$ cat src/rtl/tmds_decoder.sv
// tmds_decoder: word-aligning TMDS channel decoder that locks on runs of identical
// control tokens and sweeps the bit offset until alignment is found.
module tmds_decoder #(
    parameter int SEARCH_TIMEOUT = 4096,
    parameter int CTRL_RUN = 16,
    parameter int LOSS_TIMEOUT = 65536
) (
    input  logic       clk,
    input  logic       reset,
    input  logic [9:0] raw_word,
    output logic [7:0] data_out,
    output logic       c0,
    output logic       c1,
    output logic       de,
    output logic       locked,
    output logic [3:0] bit_offset
);
    localparam int DW = $clog2(SEARCH_TIMEOUT + 1);
    localparam int RW = $clog2(CTRL_RUN + 1);
    localparam int LW = $clog2(LOSS_TIMEOUT + 1);
    localparam logic [DW-1:0] DWELL_END = DW'(SEARCH_TIMEOUT - 1);
    localparam logic [RW-1:0] RUN_MAX = RW'(CTRL_RUN);
    localparam logic [LW-1:0] LOSS_END = LW'(LOSS_TIMEOUT - 1);
    localparam logic [0:0] SEARCH = 1'b0;
    localparam logic [0:0] LOCKED = 1'b1;

    logic [0:0]    state;
    logic [9:0]    prev_word;
    logic [9:0]    s1;
    logic          prev_valid;
    logic          s1_valid;
    logic [DW-1:0] dwell;
    logic [RW-1:0] run_cnt;
    logic [RW-1:0] run_next;
    logic [LW-1:0] loss;
    logic [1:0]    flush;
    logic [1:0]    last_tok;
    logic [9:0]    w;
    logic          is_tok;
    logic          tok;
    logic [1:0]    tok_val;
    logic [7:0]    q;
    logic [7:0]    d;
    logic          run_full;
    logic          adv;
    logic [3:0]    next_off;

    assign w = 10'({raw_word, prev_word} >> bit_offset);

    always_comb begin
        is_tok = 1'b1;
        tok_val = 2'b00;
        case (s1)
            10'b1101010100: tok_val = 2'b00;
            10'b0010101011: tok_val = 2'b01;
            10'b0101010100: tok_val = 2'b10;
            10'b1010101011: tok_val = 2'b11;
            default:        is_tok = 1'b0;
        endcase
    end

    assign tok = is_tok & s1_valid;
    assign q = s1[9] ? ~s1[7:0] : s1[7:0];
    assign d = {s1[8] ? q[7:1] ^ q[6:0] : ~(q[7:1] ^ q[6:0]), q[0]};

    assign run_full = run_cnt == RUN_MAX;
    assign run_next = !tok ? '0 :
                      (run_cnt != '0 && tok_val == last_tok) ? (run_full ? run_cnt : run_cnt + RW'(1)) :
                      RW'(1);
    // Lock completion always wins over a coinciding timeout
    assign adv = !run_full && (state == SEARCH ? dwell == DWELL_END : loss == LOSS_END);
    assign next_off = bit_offset == 4'd9 ? 4'd0 : bit_offset + 4'd1;
    assign locked = state == LOCKED;

    always_ff @(posedge clk) begin
        if (reset) begin
            state <= SEARCH;
            bit_offset <= 4'd0;
            prev_word <= 10'd0;
            s1 <= 10'd0;
            prev_valid <= 1'b0;
            s1_valid <= 1'b0;
            de <= 1'b0;
            c0 <= 1'b0;
            c1 <= 1'b0;
            data_out <= 8'd0;
            dwell <= '0;
            run_cnt <= '0;
            loss <= '0;
            flush <= 2'd0;
            last_tok <= 2'd0;
        end else begin
            prev_word <= raw_word;
            prev_valid <= 1'b1;
            s1 <= w;
            s1_valid <= prev_valid;
            if (s1_valid) begin
                de <= !tok;
                data_out <= tok ? 8'd0 : d;
                if (tok) {c1, c0} <= tok_val;
            end
            if (tok) last_tok <= tok_val;
            // The two words after an offset change were framed at the old offset
            run_cnt <= (flush != 2'd0 || adv) ? '0 : run_next;
            flush <= adv ? 2'd2 : (flush != 2'd0 ? flush - 2'd1 : 2'd0);
            if (adv) bit_offset <= next_off;
            state <= state == SEARCH ? (run_full ? LOCKED : SEARCH) : (adv ? SEARCH : LOCKED);
            dwell <= (state != SEARCH || adv || run_full) ? '0 : dwell + DW'(1);
            loss <= (state != LOCKED || adv || run_full) ? '0 : loss + LW'(1);
        end
    end
endmodule

$ cat config.mk
export PLATFORM = sky130hd
export DESIGN_NAME = tmds_decoder
export DESIGN_NICKNAME = d
export VERILOG_FILES = /design/src/rtl/tmds_decoder.sv
export SDC_FILE = /design/constraint.sdc
export NUM_CORES = 1
export LEC_CHECK = 0
export CAP_MARGIN = 0
export CORE_ASPECT_RATIO = 0.6
export CORE_MARGIN = 4
export CORE_UTILIZATION = 52
export CTS_CLUSTER_DIAMETER = 120
export DETAILED_ROUTE_END_ITERATION = 8
export PLACE_DENSITY = 0.75
export SYNTH_ARGS = -nofsm -noshare
export SYNTH_HDL_FRONTEND = slang
export SYNTH_SLANG_ARGS = --single-unit
export TNS_END_PERCENT = 5
$ cat constraint.sdc
create_clock -name clk -period 2.24 [get_ports clk]
set_input_delay 0.224 -clock clk [delete_from_list [all_inputs] [get_ports clk]]
set_output_delay 0.224 -clock clk [all_outputs]
set_load 0.005 [all_outputs]
==> Word-level counts from Yosys, hierarchy flattened <==
Index checks and enable logic that the tools add are counted.
{ "classes": {"mul": 0, "bitwise_logic": 8, "n_eq_ne": 10, "n_reduce_logical": 18, "div": 0, "n_mux": 15, "shifts": 1, "n_addsub": 5, "order_cmp": 0} }
{ "ops": {"columns": ["operator", "count"], "rows": [
  ["10-bit equality test (second input constant)", 2],
  ["20-bit by 4-bit right shift with 10-bit output", 1],
  ["17-bit by 1-bit adder with 17-bit output (second input constant)", 1],
  ["17-bit by 16-bit equality test with 1-bit output (second input constant)", 1],
  ["8-bit 2-to-1 mux", 2],
  ["13-bit by 1-bit adder with 13-bit output (second input constant)", 1],
  ["13-bit by 12-bit equality test with 1-bit output (second input constant)", 1],
  ["10-bit by 8-bit equality test with 1-bit output (second input constant)", 1],
  ["10-bit by 9-bit equality test with 1-bit output (second input constant)", 1],
  ["1-bit 2-to-1 mux", 8],
  ["8-bit NOT", 1],
  ["4-bit OR reduction", 2],
  ["7-bit 2-to-1 mux", 1],
  ["7-bit NOT", 1],
  ["7-bit XOR", 1],
  ["2-bit one-hot mux with 3 select lines", 1],
  ["3-bit OR reduction", 2],
  ["5-bit by 1-bit adder with 5-bit output (second input constant)", 1],
  ["5-bit equality test (second input constant)", 1],
  ["1-bit logical OR", 5],
  ["5-bit nonzero test", 1],
  ["4-bit by 1-bit adder with 4-bit output (second input constant)", 1],
  ["4-bit equality test (second input constant)", 1],
  ["2-bit 2-to-1 mux", 2],
  ["other kinds (11)", 17]
]} }
{ "word_totals": {"output_inout_bits": 16, "inputBits": 12, "mem_bits_rw": 0, "regBits": 77, "latchBits": 0, "word_cells": 74, "n_memories": 0, "rom_bits": 0} }

==> Depth between registers and ports, before layout <==
Gate-level depths: netlist (run 1).
{ "logic_depth": {"ltp_word": 6, "ltp_mapped": 11, "depth_no_buf": 10} }

==> Least setup slack after synthesis (run 1) <==
Ideal clock, no wire load.
{ "synth_timing": {"path_type": "register to register", "start": "register loss[0]", "end": "register bit_offset[2]", "setup_time_ns": 0.121, "n_path_buf": 1, "path_stages_with_launch": 12, "t_arrival_ns": 2.187, "setup_slack_ns": -0.067, "synth_period_minus_slack_ns": 2.307, "required_ns": 2.119, "cell_sequence": "dfxtp_1 ha_1 nand4_1 nor3_1 and4_1 ha_1 inv_1 a21oi_2 o21a_1 buf_6 nand3_1 mux2_2"} }
{ "synth_between": {"elab_chain_len": 3} }
{ "synth_rtl": {"columns": ["element", "line", "text"], "rows": [
  ["from (decl)", "35", "logic [LW-1:0] loss;"],
  ["from (signal assigned)", "109", "loss <= (state != LOCKED || adv || run_full) ? '0 : loss + LW'(1);"],
  ["17-bit by 16-bit equality test with 1-bit output", "71", "assign adv = !run_full && (state == SEARCH ? dwell == DWELL_END : loss == LOSS_END);"],
  ["1-bit 2-to-1 mux", "71", null],
  ["1-bit logical AND", "71", null],
  ["to (signal assigned)", "106", "if (adv) bit_offset <= next_off;"],
  ["to (decl)", "16", "output logic [3:0] bit_offset"]
]} }
Every way passes these cells.
A chain may end at the register's enable or synchronous reset.

==> Worst setup path in the final report (run 1) <==
Same ends and word-level chain as after synthesis.

==> impl_results.md, run 1 <==
* Status: complete, no violations
* DR iter-0 viols at approximately 260
* Gr ovfl total at 0
* Classification of the worst setup path: flip-flop to flip-flop
* Top area cells in the synthesized netlist: dfxtp_1 (41%), nor2_1 (6.9%), mux4_2 (6.0%)
* Clk Latency, worst-skew pair at about 0.34 ns
* Crit path required time at 2.47 ns
* Fillers at roughly 550
* Reg clk slew, reported paths at roughly 0.06 ns
* Multi-input logic area at approximately 2100 um^2
* Total I/O pin count at 28
* Adder-cell share of the synthesized area at under 10%
* Critical Path Fanout Max at 3
* Data arrival, critical path at roughly 2.4 ns
* Post-synthesis simple-gate area fraction at a little under a quarter
* Dpl hpwl at roughly 5500 um
* Slew @ Worst Pin at 0.504 ns
* Final hold vios at 0
* Power Dens Cells at roughly 740 nW/um^2
* Core area at between 6000 and 7000 um^2
* Gr usage total at a little under a fifth
* Cell variety after synth at between 40 and 50
* # placed instances at 523
* Clock sink total at 77
* Seq/Total Area, Yosys at around two fifths
* H-tree depth at 3
* R2R depth at 11
* Critical R2R Capture: bit_offset[2]
* Setup violators final at 0
* Worst hold endpoint: s1_valid
* DRT Pass-1 Iters at 4
* Met3 WL at 424 um
* Root Driver: clkbuf_16
* Tcrit/Tclk final at between 90 and 100%
* Worst R2R Start: loss[0]
* Final WL at between 7000 and 8000 um
* Area share of the largest cell type after synthesis at around two fifths
* #FFs+latches synth at between 70 and 80
* Mux cell area share after synthesis at about an eighth
* Post-Syn Instances at approximately 410
* Drt drc at 0
* Rel. slew slack at roughly 66%
* Max cap viols at 0
* P&R area growth vs syn at 23.1%
* RSZ-0062 raised after global routing: true
* Syn Area/Cell at about 9.0 um^2
* Slowest cell on the critical path: dfxtp_2
* Slew Viols, Final at 0
* Top Metal Used: met4
* Cell Count, Final, Fillers Out at 546
* Startpoint Class: flip-flop
* DIE WIDTH at around 120 um
* Number of global-route vias before repair at about 2700
* Synth warnings at 0
* CTS tree: yes
* Combinational family with the most area after synthesis: simple AND/OR/NAND/NOR gates
* Fin Hold WS at 0.452 ns
* CTS max path bufs at 2
* Final core occ at between 60% and 70%
* Number of synthesized flops with an enable pin at 0
* Top_reg_cell synth: dfxtp_1
* DR vias at around 3000
* Setup TNS at 0 ns
* Count leader, synth: dfxtp_1
* Nets at ~470
* Starting Density at 54.7%
* Reg-to-reg slack, setup at between 0.02 and 0.025 ns
* Initial antenna violation count at 0
* Worst vdd ir at 0.461 mV
* First-pass GRT wire length at about 13000 um
* Antenna cells at 0
* Share of cells above drive strength 1 at between 10% and 20%
* Post-route ant nets at 0
* Static leakage at 1.69 nW
* Die ar. at about 8600 um^2
* Chip height at around 74 um
* Hold_sp: prev_valid
* Min Clock Period, post-route at between 2 and 2.5 ns
* Mapped cell area at between 3000 and 4000 um^2
* FMAX at ~450 MHz
* Sequential cell area at around 1500 um^2
* Hold path depth at 1
* Clock Skew at just under 0.005 ns
* Routed wl met2 at about 3300 um
* Slowest stage delay, CP at 0.36 ns
* Post-synth top area cell: dfxtp_1
* Vias/cell at 5.48
* Synth Area in Compound Gates at between 9 and 10%
* Cts hold-fix bufs at 0
* Port Buf Inserts at 27
* Worst Hold Class: flip-flop to flip-flop
* Post-synth ARST share at 0%
* Cts bufs inserted at 9
* Routability cong. at 0.889
* Wire length on met1 at 4090 um
* Number of core rows at 23
* Synth top cells by count: dfxtp_1 (77), nor2_1 (69), a21oi_1 (22), nand2_1 (22)
* WL per Instance at about 14 um
* Largest net degree at the start of global routing at 44
* Crit. End Element: flip-flop
* CP Cell Sequence: ha_4 > nand4_1 > nor3_2 > and4_1 > ha_2 > inv_2 > a21oi_2 > o21a_1 > buf_6 > nand3_2 > mux2_4
* Synth Area in XOR/XNOR at approximately 7.8%
* Post-synthesis net count at ~430
## report_power, final
group	internal [mW]	switching [mW]
clock	1.23	0.567
sequential	1.40	0.0272
combinational	0.0927	0.0869
total	2.73	0.681
## through the flow
step / setup slack, ns / total power [mW] / area, um^2
6_report: 0.0241 / 3.41 / 4590
5_1_grt: -0.135 / 3.51 / 4590
4_1_cts: 0.00816 / 3.43 / 4510
3_5_place_dp: -0.000870 / 1.64 / 4130
3_3_place_gp: 0.0744 / 1.63 / 4130
2_1_floorplan: -0.00440 / 1.56 / 3730
## final cells by class
type,count,area share (%)
Multi-Input combinational cell,301,45.0
Sequential cell,77,33.7
Clock inverter,6,2.92
Tap cell,87,2.37
Timing Repair Buffer,49,9.57
Inverter,16,1.31
Clock buffer,10,5.21
## cells by family (layout without fill, tap and decap cells)
logic type	Yosys count	in the layout
buf+inv	36	81
xor+xnor	33	33
compound gates	60	60
mux	33	33
simple gates	170	170
flops	77	77
fa+ha+maj	5	5
## worst max-delay path by stage
stage,from,endpoint,slack (ns),depth (start not counted)
floorplan,loss[0],run_cnt[2],-0.004,11
global route,loss[0],bit_offset[2],-0.13,11
finish,loss[0],bit_offset[2],0.02,11
global placement,loss[1],bit_offset[2],0.07,11
detailed placement,loss[1],bit_offset[2],-0.0009,11
CTS,loss[0],bit_offset[2],0.008,11
## timing repair
action,in CTS,in global routing
pin swaps,0,6
endpoints found under the setup margin,1,15
gates resized for setup,1,9
buffers inserted,0,7
## layout by cell type, fill, tap and decap left out, types with 10 or more instances in the layout
cell type and n:
a211oi_1 13, a21oi_1 22, and2_1 11, buf_4 21, clkdlybuf4s50_1 27, dfxtp_1 75, inv_1 14, mux2i_1 17
mux4_2 10, nand2_1 22, nand3_1 15, nor2_1 69, nor2b_1 12, o21ai_0 15, xnor2_1 17, xor2_1 16
## layer usage
layer,up-vias,track usage (%)
met1,1381,27.4
met5,-,0
met3,11,5.77
met4,0,6.76
li1,1519,-
met2,80,27.5
## worst max-delay path: cells and delay by family (launching register included)
kind,cells,cell delay (ns)
buffers and inverters,2,0.16
adders and majority gates,2,0.31
and+or+nand+nor,4,0.63
DFF,1,0.36
muxes,1,0.31
AOI/OAI and AO/OA,2,0.33
## registers in the layout, indices dropped and copies added, names as in the netlist
register    cells
c0              1
s1_valid        1
locked          1
flush           2
prev_word      10
run_cnt         5
last_tok        2
dwell          13
prev_valid      1
c1              1
s1             10
data_out        8
bit_offset      4
de              1
loss           17
(Power assumes the default switching activity.)
==> inputs of run 2 (changes only) <==
CORE_MARGIN = 2   (was 4)
==> run 2 against run 1 <==
Against the previous run:
- final cell count is 0.18% higher
- core utilization is 0.14 points lower
- sequential power barely moved
- combinational power hardly changed
- critical endpoint unchanged
- highest routed layer unchanged
- cell area down 0.63%
- largest cell class unchanged
- largest power group unchanged
- maximum frequency increased by 0.98%
==> impl_results.md, run 2 (same netlist as run 1, synthesis figures left out) <==
* Setup violators final at 0
* Worst vdd ir at roughly 0.44 mV
* Port Buf Inserts at 27
* Core area at roughly 6800 um^2
* Slack of the critical path at between 0.04 and 0.05 ns
* Number of flip-flops in the largest register at 17
* Nets at between 400 and 500
* Critical Path Fanout Max at 5
* Leading cell type in the layout, fill and taps excluded: dfxtp_1
* Clock Skew at 0.00770 ns
* Post-route ant nets at 0
* Sw Share at between 20% and 30%
* Top Usage Layer GRT: met2
* Min Clock Period, post-route at 2.19 ns
* Total I/O pin count at 28
* Gr ovfl total at 0
* Number of core rows at 23
* Final WL at around 7900 um
* Seq pwr share at about 45%
* Cts hold-fix bufs at 0
* CP Cell Sequence: ha_4 > nand4_1 > nor3_2 > and4_1 > ha_2 > inv_2 > a21oi_2 > o21a_1 > buf_6 > nand3_2 > mux2_4
* Chip height at about 70 um
* Clk Latency, worst-skew pair at roughly 0.34 ns
* Classification of the worst setup path: flip-flop to flip-flop
* Die ar. at ~8000 um^2
* P&R area growth vs syn at 22.3%
* DIE WIDTH at ~110 um
* Status: complete, no violations
* Share of cells above drive strength 1 at between 15 and 20%
* Slew @ Worst Pin at between 0.5 and 0.6 ns
* CTS max path bufs at 2
* Starting Density at between 50% and 60%
* Int Pwr at between 2 and 3 mW
* Crit path required time at about 2.5 ns
* Pre-CTS setup slack at about 0.000029 ns
* Delay-heaviest family, CP: simple AND/OR/NAND/NOR gates
* Data arrival, critical path at approximately 2.4 ns
* DR iter-0 viols at between 200 and 250
* M2 GR Usage at 32.4%
* Vias/cell at around 5.5
* Worst hold endpoint: s1_valid
* Gr usage total at 21.3%
* Drt drc at 0
* Slew Viols, Final at 0
* Gate power share at approximately 5.7%
* Largest net degree at the start of global routing at 44
* Hold path depth at 1
* Static leakage at 1.68 nW
* Psw at ~0.65 mW
* Worst R2R Start: loss[1]
* Routability cong. at approximately 1.0
* Root Driver: clkbuf_16
* Reg clk slew, reported paths at about 0.06 ns
* Biggest regs: loss: 17 flops, dwell: 13 flops
* Slowest cell on the critical path: dfxtp_4
* Tcrit/Tclk final at 98.0%
* Critical R2R Capture: bit_offset[2]
* Slowest stage delay, CP at 0.35 ns
* Largest Register: loss
* Fillers at approximately 550
* Rel. slew slack at ~66%
* M3 GR Usage at 7.08%
* Antenna cells at 0
* Worst Hold Class: flip-flop to flip-flop
* Hold_sp: prev_valid
* H-tree depth at 3
* R2R depth at 11
* Reg-to-reg slack, setup at about 0.046 ns
* Setup TNS at 0 ns
* CTS tree: yes
* Fin Hold WS at between 0.4 and 0.5 ns
* DR vias at approximately 3000
* Commonest non-fill, non-tap cells in the layout: dfxtp_1 (74), nor2_1 (69), clkdlybuf4s50_1 (27)
* Number of global-route vias before repair at around 2900
* WL per Instance at around 14 um
* M1 GR Usage at 28.6%
* Final hold vios at 0
* Crit. End Element: flip-flop
* Cts bufs inserted at 9
* Initial antenna violation count at 0
* Clk pwr share at between 40% and 50%
* Dpl hpwl at approximately 5600 um
* DRT Pass-1 Iters at 5
* First-pass GRT wire length at between 10000 and 15000 um
* Final core occ at between 60% and 70%
* Max cap viols at 0
* Clock sink total at 77
* FMAX at between 400 and 500 MHz
* Power Dens Cells at 697 nW/um^2
* Startpoint Class: flip-flop
* CP bufs+invs at 2
* RSZ-0062 raised after global routing: true
## run 2: changes by cell type in the layout (fill, tap and decap cells not counted)
cell / previous run / this run
bufinv_16: 4 / 2
buf_4: 21 / 22
clkbuf_1: 0 / 1
clkbuf_8: 1 / 2
clkinv_2: 1 / 2
clkinv_4: 1 / 0
dfxtp_1: 75 / 74
dfxtp_4: 0 / 1
nor4bb_1: 1 / 0
nor4bb_2: 0 / 1
## run 2: power groups by stage
stage | Combinational (mW) | Sequential [mW] | Clock, mW
finish | 0.181 | 1.43 | 1.57
global route | 0.199 | 1.43 | 1.66
CTS | 0.180 | 1.43 | 1.59
detailed placement | 0.178 | 1.46 | 0
global placement | 0.173 | 1.46 | 0
floorplan | 0.107 | 1.45 | 0
## run 2: what timing repair did
| action | 4_1_cts | 5_1_grt |
|---|---|---|
| resized for setup | 1 | 12 |
| endpoints found under the setup margin | 1 | 8 |
| buffers inserted | 0 | 6 |
| pin swaps | 1 | 6 |
## run 2: worst max path at each step
stage               slack [ns]  cells after the start     from             to
detailed placement     0.00003                     11  loss[1]  bit_offset[2]
global route             -0.09                     11  loss[1]  bit_offset[2]
floorplan               -0.004                     11  loss[0]     run_cnt[2]
finish                    0.05                     11  loss[1]  bit_offset[2]
global placement          0.08                     11  loss[1]  bit_offset[2]
CTS                       0.02                     11  loss[1]  bit_offset[2]
## run 2: worst reg2reg max path, stage by stage (launching register included)
cell,delay [ns]
dfxtp_4,0.35
ha_4,0.13
nand4_1,0.14
nor3_2,0.20
and4_1,0.21
ha_2,0.17
inv_2,0.04
a21oi_2,0.15
o21a_1,0.18
buf_6,0.13
nand3_2,0.08
mux2_4,0.31
## run 2: cell type report
class | instances | area, um^2 | area share, %
repair buffers | 50 | 447 | 9.80
multi-input cells | 301 | 2070 | 45.4
clock buffers | 12 | 256 | 5.63
inverters | 16 | 60.1 | 1.32
flip-flops and latches | 77 | 1550 | 34.0
well taps | 87 | 109 | 2.39
clock inverters | 4 | 70.1 | 1.54
## run 2: stage by stage
| stage | cell area (um^2) | cells | power [mW] |
|---|---|---|---|
| floorplan | 3730 | 414 | 1.56 |
| global placement | 4150 | 525 | 1.63 |
| detailed placement | 4150 | 525 | 1.64 |
| CTS | 4470 | 541 | 3.21 |
| global route | 4560 | 547 | 3.29 |
| finish | 4560 | 547 | 3.18 |
## run 2: layer usage
| metal | up-vias | part of all wire (%) |
|---|---|---|
| li1 | 1514 | - |
| met1 | 1416 | 50 |
| met2 | 87 | 43 |
| met3 | 9 | 5.9 |
| met4 | 0 | 1.3 |
| met5 | - | 0 |
==> inputs of run 3 (changes only) <==
CELL_PAD_IN_SITES_DETAIL_PLACEMENT = 2   (was default)
CELL_PAD_IN_SITES_GLOBAL_PLACEMENT = 2   (was default)
CORE_UTILIZATION = 33   (was 52)
CTS_CLUSTER_SIZE = 30   (was default)
PLACE_DENSITY = default   (was 0.75)
PLACE_DENSITY_LB_ADDON = 0.1   (was default)
==> run 3 against run 2 <==
Against the previous run:
- hold slack gained 0.026 ns
- non-clock buffer count grew 6
- clock skew fell by 0.0018 ns
- sequential cell count is the same
- cell area increased by 2.7%
- power is 1.4% higher
- wire length up 36%
- register-to-register slack got worse by 0.03 ns
- global-route usage down 2.6 points
- via count increased by 2.6%
- clock power is essentially flat
- critical path type unchanged
- critical endpoint is now bit_offset[3]
==> impl_results.md, run 3 (same netlist as run 1, synthesis figures left out) <==
* Status: complete, no violations
* Worst Hold Class: flip-flop to flip-flop
* CP bufs+invs at 2
* Setup violators final at 0
* Slew Viols, Final at 0
* Critical Path Fanout Max at 6
* Clock sink total at a little under 80
* Number of core rows at 30
* Number of global-route vias before repair at about 3400
* Largest net degree at the start of global routing at 25
* Final hold vios at 0
* Cts hold-fix bufs at 0
* DR vias at between 3000 and 4000
* Initial antenna violation count at 0
* Slowest cell on the critical path: dfxtp_2
* H-tree depth at 3
* First-pass GRT wire length at roughly 18000 um
* Port Buf Inserts at 27
* Reg clk slew, reported paths at roughly 0.06 ns
* RSZ-0062 raised after global routing: true
* Crit. End Element: flip-flop
* Min Clock Period, post-route at between 2 and 2.5 ns
* CP Cell Sequence: ha_4 > nand4_1 > nor3_2 > and4_1 > ha_2 > inv_2 > a21oi_2 > o21a_1 > buf_6 > a311o_1 > o21ai_1
* P&R area growth vs syn at 25.6%
* # placed instances at 583
* Power Dens Cells at 688 nW/um^2
* Tcrit/Tclk final at between 90 and 100%
* DRT Pass-1 Iters at 4
* Max cap viols at 0
* Vias/cell at between 5 and 6
* Static leakage at 1.68 nW
* Cts bufs inserted at 9
* Die ar. at approximately 12000 um^2
* Startpoint Class: flip-flop
* Slack of the critical path at approximately 0.02 ns
* Biggest regs: loss: 17 flops, dwell: 13 flops
* Crit path required time at 2.47 ns
* Drt drc at 0
* Slew @ Worst Pin at between 0.5 and 0.6 ns
* Cell Count, Final, Fillers Out at between 600 and 700
* Leading cell type in the layout, fill and taps excluded: dfxtp_1
* Routability cong. at between 0.7 and 0.8
* Data arrival, critical path at between 2 and 2.5 ns
* Clock Skew at a little under 0.006 ns
* Chip height at 86.3 um
* Rel. slew slack at between 60% and 70%
* Total I/O pin count at 28
* CTS tree: yes
* CTS max path bufs at 2
* WL per Instance at around 18 um
* Slowest stage delay, CP at about 0.36 ns
* Share of cells above drive strength 1 at between 10% and 20%
* FMAX at about 450 MHz
* Fin area at about 4700 um^2
* Final WL at approximately 11000 um
* Placed inst area at 4240 um^2
* Gr usage total at 18.6%
* Nets at roughly 480
* Classification of the worst setup path: flip-flop to flip-flop
* Root Driver: clkbuf_16
* Pre-CTS setup slack at 0.00926 ns
* Antenna cells at 0
* Fin Hold WS at roughly 0.46 ns
* Worst vdd ir at between 0.3 and 0.4 mV
* Commonest non-fill, non-tap cells in the layout: dfxtp_1 (75), nor2_1 (68), clkdlybuf4s50_1 (27), buf_4 (27)
* Starting Density at between 30 and 40%
* Core area at around 11000 um^2
* Number of flip-flops in the largest register at 17
* DR iter-0 viols at between 80 and 90
* DIE WIDTH at 141 um
* Clk Latency, worst-skew pair at about 0.34 ns
* Gr ovfl total at 0
* Post-route ant nets at 0
* Fillers at around 1200
* Delay-heaviest family, CP: simple AND/OR/NAND/NOR gates
* Dpl hpwl at ~7500 um
* Largest Register: loss
* Total design power at 3.22 mW
==> run 3: per-layer routing <==
metal / share of wire (%) / track usage [%] / vias up
met3: 3.2 / 4.92 / 4
met5: 0 / 0 / -
met1: 52 / 26.5 / 1538
met4: 0.40 / 3.82 / 0
met2: 45 / 28.8 / 34
li1: - / - / 1530
==> run 3: what timing repair did <==
action | in CTS | in global routing
gates resized for setup | 1 | 10
setup buffers | 9 | 2
pin swaps | 2 | 7
endpoints found under the setup margin | 3 | 10
==> run 3: worst paths after layout <==
path / to / depth (start not counted) / startpoint / slack [ns]
worst max-delay path: bit_offset[3] / 11 / loss[1] / 0.02
worst min-delay path: data_out[2] / 2 / data_out[2] / 0.46
worst max register to register: bit_offset[3] / 11 / loss[1] / 0.02
worst min register to register: data_out[2] / 2 / data_out[2] / 0.46
==> run 3: stage by stage <==
stage	util (%)	setup TNS, ns
after floorplan	-	-0.00440
after global placement	38.0	0
after detailed placement	38.0	0
after CTS	41.6	0
after global routing	42.0	-0.393
final	42.0	0
==> run 3: tightest hold or removal path, cell delays in order (launching register included) <==
cell,delay (ns)
dfxtp_1,0.31
nand2_1,0.06
a21oi_1,0.05
==> run 3: where the power goes <==
group | total [mW] | internal, mW | switching (mW)
clock network | 1.60 | 0.988 | 0.612
registers | 1.43 | 1.40 | 0.0289
logic | 0.190 | 0.0937 | 0.0961
==> run 3: layout make-up <==
class | count | area (um^2) | area share [%]
Inverter | 16 | 60.1 | 1.28
Tap cell | 144 | 180 | 3.85
Timing Repair Buffer | 56 | 504 | 10.8
Clock buffer | 10 | 229 | 4.89
Multi-Input combinational cell | 301 | 2070 | 44.2
Sequential cell | 77 | 1540 | 33.0
Clock inverter | 6 | 96.3 | 2.06
